`src/rtl/fc_stream_pkg.sv`:
```
// Shared types and helpers for the fc stream host: FSM state encoding and
// the saturating stall-counter increment.
package fc_stream_pkg;

    typedef enum logic [1:0] {
        IDLE = 2'd0,
        SEND = 2'd1,
        RECV = 2'd2,
        DONE = 2'd3
    } state_t;

    localparam int STALL_W = 16;
    localparam logic [STALL_W-1:0] STALL_MAX = {STALL_W{1'b1}};

    function automatic logic [STALL_W-1:0] sat_inc(input logic [STALL_W-1:0] v);
        return (v == STALL_MAX) ? v : v + 1'b1;
    endfunction

endpackage

```
`src/rtl/fc_host_buf.sv`:
```
// Small register-array buffer: async clear, synchronous write, combinational
// read. Reads (and writes) outside DEPTH are ignored / return zero.
module fc_host_buf #(
    parameter int WIDTH = 16,
    parameter int DEPTH = 8,
    parameter int AW    = (DEPTH > 1) ? $clog2(DEPTH) : 1,
    parameter int RAW   = AW
) (
    input  logic                    i_clk,
    input  logic                    i_reset,
    input  logic                    i_we,
    input  logic [AW-1:0]           i_waddr,
    input  logic signed [WIDTH-1:0] i_wdata,
    input  logic [RAW-1:0]          i_raddr,
    output logic signed [WIDTH-1:0] o_rdata
);

    localparam logic [AW:0]  W_LIMIT = (AW+1)'(DEPTH);
    localparam logic [RAW:0] R_LIMIT = (RAW+1)'(DEPTH);

    logic signed [WIDTH-1:0] r_mem [DEPTH];
    logic                    w_wr_ok;
    logic                    w_rd_ok;

    assign w_wr_ok = ({1'b0, i_waddr} < W_LIMIT);
    assign w_rd_ok = ({1'b0, i_raddr} < R_LIMIT);

    always_ff @(posedge i_clk or posedge i_reset) begin
        if (i_reset) begin
            for (int i = 0; i < DEPTH; i++) begin
                r_mem[i] <= '0;
            end
        end else if (i_we && w_wr_ok) begin
            r_mem[i_waddr] <= i_wdata;
        end
    end

    assign o_rdata = w_rd_ok ? r_mem[i_raddr[AW-1:0]] : '0;

endmodule

```
`src/rtl/fc_stream_host.sv`:
```
// Stream host for an fc layer: sends a stored N-word vector over a
// valid/ready stream, then collects M result words into a readable buffer.
module fc_stream_host
    import fc_stream_pkg::*;
#(
    parameter int M = 8,
    parameter int N = 8,
    parameter int T = 16
) (
    input  logic                  i_clk,
    input  logic                  i_reset,
    input  logic                  i_wr_en,
    input  logic [$clog2(N)-1:0]  i_wr_addr,
    input  logic signed [T-1:0]   i_wr_data,
    input  logic                  i_start,
    output logic                  o_tx_valid,
    input  logic                  i_tx_ready,
    output logic signed [T-1:0]   o_tx_data,
    input  logic                  i_rx_valid,
    output logic                  o_rx_ready,
    input  logic signed [T-1:0]   i_rx_data,
    input  logic [$clog2(M):0]    i_rd_addr,
    output logic signed [T-1:0]   o_rd_data,
    output logic                  o_busy,
    output logic                  o_done,
    output logic [STALL_W-1:0]    o_stall_cnt
);

    localparam int TXW = $clog2(N);
    localparam int RXW = $clog2(M);
    localparam logic [TXW-1:0] TX_LAST = TXW'(N - 1);
    localparam logic [RXW-1:0] RX_LAST = RXW'(M - 1);

    state_t               r_state;
    state_t               w_next;
    logic [TXW-1:0]       r_tx_cnt;
    logic [RXW-1:0]       r_rx_cnt;
    logic [STALL_W-1:0]   r_stall_cnt;

    logic                 w_tx_hs;
    logic                 w_rx_hs;
    logic                 w_vbuf_we;
    logic signed [T-1:0]  w_vbuf_rd;

    // Handshake strobes are qualified by registered state only, so the
    // outgoing valid/ready never depend combinationally on the far side.
    assign w_tx_hs   = (r_state == SEND) && i_tx_ready;
    assign w_rx_hs   = (r_state == RECV) && i_rx_valid;
    assign w_vbuf_we = (r_state == IDLE) && i_wr_en;

    always_comb begin
        w_next = r_state;
        case (r_state)
            IDLE: if (i_start) w_next = SEND;
            SEND: if (w_tx_hs && (r_tx_cnt == TX_LAST)) w_next = RECV;
            RECV: if (w_rx_hs && (r_rx_cnt == RX_LAST)) w_next = DONE;
            DONE: w_next = IDLE;
            default: w_next = IDLE;
        endcase
    end

    always_ff @(posedge i_clk or posedge i_reset) begin
        if (i_reset) begin
            r_state <= IDLE;
        end else begin
            r_state <= w_next;
        end
    end

    always_ff @(posedge i_clk or posedge i_reset) begin
        if (i_reset) begin
            r_tx_cnt    <= '0;
            r_rx_cnt    <= '0;
            r_stall_cnt <= '0;
        end else begin
            case (r_state)
                IDLE: begin
                    if (i_start) begin
                        r_tx_cnt    <= '0;
                        r_stall_cnt <= '0;
                    end
                end
                SEND: begin
                    if (!i_tx_ready) begin
                        r_stall_cnt <= sat_inc(r_stall_cnt);
                    end
                    if (w_tx_hs) begin
                        if (r_tx_cnt == TX_LAST) begin
                            r_tx_cnt <= '0;
                            r_rx_cnt <= '0;
                        end else begin
                            r_tx_cnt <= r_tx_cnt + 1'b1;
                        end
                    end
                end
                RECV: begin
                    if (w_rx_hs) begin
                        r_rx_cnt <= (r_rx_cnt == RX_LAST) ? '0 : r_rx_cnt + 1'b1;
                    end
                end
                default: ;
            endcase
        end
    end

    fc_host_buf #(
        .WIDTH (T),
        .DEPTH (N),
        .AW    (TXW),
        .RAW   (TXW)
    ) u_vbuf (
        .i_clk   (i_clk),
        .i_reset (i_reset),
        .i_we    (w_vbuf_we),
        .i_waddr (i_wr_addr),
        .i_wdata (i_wr_data),
        .i_raddr (r_tx_cnt),
        .o_rdata (w_vbuf_rd)
    );

    // Read address carries one extra bit so out-of-range indices are expressible.
    fc_host_buf #(
        .WIDTH (T),
        .DEPTH (M),
        .AW    (RXW),
        .RAW   (RXW + 1)
    ) u_rbuf (
        .i_clk   (i_clk),
        .i_reset (i_reset),
        .i_we    (w_rx_hs),
        .i_waddr (r_rx_cnt),
        .i_wdata (i_rx_data),
        .i_raddr (i_rd_addr),
        .o_rdata (o_rd_data)
    );

    assign o_tx_valid  = (r_state == SEND);
    assign o_tx_data   = o_tx_valid ? w_vbuf_rd : '0;
    assign o_rx_ready  = (r_state == RECV);
    assign o_busy      = (r_state == SEND) || (r_state == RECV);
    assign o_done      = (r_state == DONE);
    assign o_stall_cnt = r_stall_cnt;

endmodule
```
`config.mk`:
```
export PLATFORM = sky130hd
export DESIGN_NAME = fc_stream_host
export DESIGN_NICKNAME = d
export VERILOG_FILES = /design/src/rtl/fc_stream_pkg.sv /design/src/rtl/fc_host_buf.sv /design/src/rtl/fc_stream_host.sv
export SDC_FILE = /design/constraint.sdc
export NUM_CORES = 1
export LEC_CHECK = 0
export ABC_AREA = 1
export CAP_MARGIN = 20
export CORE_MARGIN = 1
export CORE_UTILIZATION = 46
export DETAILED_ROUTE_END_ITERATION = 8
export HOLD_SLACK_MARGIN = 0.12
export PLACE_DENSITY_LB_ADDON = 0.12
export RECOVER_POWER = 25
export SYNTH_ARGS = -nofsm -noshare
export SYNTH_HDL_FRONTEND = slang
export SYNTH_HIERARCHICAL = 1
export SYNTH_SLANG_ARGS = --single-unit
```
`constraint.sdc`:
```
create_clock -name i_clk -period 5.2 [get_ports i_clk]
set_input_delay 1.3 -clock i_clk [delete_from_list [all_inputs] [get_ports i_clk]]
set_output_delay 1.3 -clock i_clk [all_outputs]
set_load 0.01 [all_outputs]
```
==> results.cfg <==
[timing]
tns_ns = 0
period_share_pct = 87.2
fin_crit_ns = 4.53
slew_viol_final = 94
tightest_slew_ns = 2.72
skew_ns = 0.0148
rsz0062_at_grt = false
maxSlewHeadroom_pct = -82.6
max_freq_mhz = 221
hold_viol_final = 0
setup_violations = 0

[worst_setup_path]
critPathCaptureType = output port
reg2reg_slack_ns = 2.78
arrival_ns = 3.23
criticalPathCategory = in2out
required_ns = 3.90
r2r_start = r_state[1]$_DFFE_PP0P_
cp_max_fo = 32
reg2reg_depth = 10
worstReg2RegEnd = o_stall_cnt[11]$_DFFE_PP0P_
startpoint_type = primary input

[route]
drtPass1Iterations = 5
vias = 12100
drt-initial-drc-count = 864
antenna_left = 0
routedWlPerCell_um = 15.2
drt_wl_total_mm = 37.0
drc_errors = 0
drt-vias-per-instance = 4.96

[clock_tree]
clk_transition_reported_paths_ns = 0.06
numCtsBuffers = 34
ctsResizeCount = 0
ctsHtreeMaxLevel = 2
cts_root_buf = clkbuf_16
clock_path_buffers = 3
clkLatencyLatePin_ns = 0.51
cts_tree = yes
cts_setup_buffers = 0
clock-sinks = 280
hold_buffers = 0

[synth]
yosysUniqueCellTypes = 32
netlist_area_sq_mm = 0.0142
syn_avg_cell_area_sq_um = 7.25
synth.ff_latch_count = 280
syn_inst = 1960
ys_warn_count = 6
syn-num-nets = 2014
yosysSeqAreaShare_pct = 49.3

[cells_and_area]
antennaDiodeCount = 0
area_growth_pct = 17.1
fin_util_pct = 55.4
layout_common_cells = 712 x nand2_1, 334 x inv_1, 279 x dfrtp_1
final_common_cell = nand2_1
fill_cells = 2869
fin_nets = 2080
drive_above_1_share_pct = 5.27
multi_input_area_sq_mm = 0.00542
seqCellArea_sq_mm = 0.00701

[power_and_ir_drop]
p_sw_share_pct = 34.3
combPwrFrac_pct = 30.0
leakagePower_nw = 8.53
clockPowerShare_pct = 28.7
power.switching_mw = 2.83
p_int_mw = 5.41
vdd_drop_max_uv = 256
pwr-share-seq_pct = 41.3
power_density_mw_per_mm2 = 496

[placed_design]
dp_hpwl_mm = 23.2
routabilityCongestion = 0.791
io_buffer_count = 96

[die]
core-area_sq_mm = 0.0300
start_util_pct = 47.3
die_area_sq_mm = 0.0316
die_y_um = 178
placementRows = 63
pin_count = 97
die_x_um = 178

[flow_run]
cap_violations = 2

[grt]
grt_pass1_wl_mm = 61.4
antenna_found_initial = 6
grt_pass1_vias = 11600
grt_overflow = 0
grt.total_usage_pct = 24.7
grt_start_max_net_pins = 79

[worst_hold_path]
min_to = u_vbuf/r_mem[114]$_DFFE_PP0P_
hold_start = u_vbuf/r_mem[114]$_DFFE_PP0P_
min_path_cells = 2
hp-class = reg2reg

[outcome]
status = finished, violations left
violations = capacitance limit, slew limit
==> worst max-delay path, cell delays in order <==
cell and delay [ns]:
clkdlybuf4s50_1 0.48, buf_4 0.36, nand3_1 0.13, nand3_1 0.10, nand2_1 0.05, nor2_1 0.22, clkdlybuf4s50_1 0.59
==> kinds of logic after synthesis <==
logic type	count (synthesis)	synth area share (%)
AND/OR/NAND/NOR	940	27.0
buffers and inverters	440	12.4
AO/OA/AOI/OAI	284	10.1
flip-flops	280	49.3
adder cells (fa/ha/maj)	9	0.793
XOR/XNOR	7	0.432
==> layout make-up <==
cell class	count	area share, %
clock buffers	47	6.03
clock inverters	11	0.707
inverters	342	7.73
flip-flops and latches	280	42.1
multi-input cells	1240	32.6
well taps	390	2.93
repair buffers	128	7.90
==> routing by layer <==
layer / share of wire, % / GRT usage [%] / vias to the layer above
li1: - / - / 6097
met1: 48 / 35.4 / 5645
met2: 44 / 38.4 / 281
met3: 5.8 / 4.71 / 63
met4: 1.9 / 6.13 / 10
met5: 0.20 / 0 / -
==> power groups by stage <==
stage	logic [mW]	registers (mW)	clock network (mW)
floorplan	1.85	3.33	0
global placement	2.44	3.40	0
detailed placement	2.48	3.42	0
CTS	2.50	3.40	2.42
global route	2.90	3.51	2.52
finish	2.47	3.41	2.37
==> Yosys cell counts <==
| library cell | count | area, sq um |
|---|---|---|
| buf_4 | 3 | 22.5 |
| nand3_1 | 158 | 791 |
| buf_8 | 1 | 15.0 |
| buf_1 | 3 | 11.3 |
| nor2_4 | 3 | 33.8 |
| nand2_4 | 1 | 11.3 |
| o21ai_1 | 73 | 365 |
| o21ai_2 | 1 | 8.76 |
| clkbuf_2 | 5 | 25.0 |
| nor2_2 | 5 | 31.3 |
| a31oi_1 | 1 | 6.26 |
| xnor2_1 | 4 | 35.0 |
| inv_1 | 336 | 1260 |
| buf_2 | 65 | 325 |
| nand2_1 | 711 | 2670 |
| nor3_4 | 2 | 32.5 |
| nand3_2 | 1 | 10.0 |
| a21oi_1 | 4 | 20.0 |
| nand4_1 | 4 | 25.0 |
| nand4_2 | 1 | 12.5 |
| nor2_1 | 50 | 188 |
| o211ai_1 | 1 | 7.51 |
| dfrtp_1 | 280 | 7010 |
| inv_2 | 6 | 22.5 |
| o21bai_1 | 1 | 7.51 |
| xor2_1 | 3 | 26.3 |
| or2_1 | 1 | 6.26 |
| o21ai_0 | 203 | 1020 |
| ha_1 | 9 | 113 |
| or2_2 | 2 | 12.5 |
| nor3_1 | 1 | 5.00 |
| clkbuf_1 | 21 | 78.8 |
==> flip-flops by register name (all words and copies together) (netlist names) <==
register / cells
r_state: 2
r_rx_cnt: 3
o_stall_cnt: 16
r_tx_cnt: 3
u_vbuf/r_mem: 128
u_rbuf/r_mem: 128
==> metrics by stage <==
step	instances	hold WS, ns	setup WS [ns]	instance area [sq um]	power, mW
2_1_floorplan	1960	0.453	0.487	14200	5.18
3_3_place_gp	2375	0.466	0.680	15400	5.84
3_5_place_dp	2377	0.473	0.649	15500	5.90
4_1_cts	2435	0.487	0.619	16600	8.31
5_1_grt	2438	0.499	0.546	16600	8.92
6_report	2438	0.479	0.665	16600	8.24
==> how the worst max path moves through the flow <==
stage,slack [ns],end,depth (start not counted),from
after floorplan,0.49,u_rbuf/r_mem[0]$_DFFE_PP0P_,1,i_reset
after global placement,0.68,o_rd_data[15],7,i_rd_addr[1]
after detailed placement,0.65,o_rd_data[5],7,i_rd_addr[1]
after CTS,0.62,o_rd_data[5],7,i_rd_addr[1]
after global routing,0.55,o_rd_data[5],7,i_rd_addr[1]
final,0.67,o_rd_data[15],7,i_rd_addr[1]
Note: power is estimated with default switching activity, not from simulation.
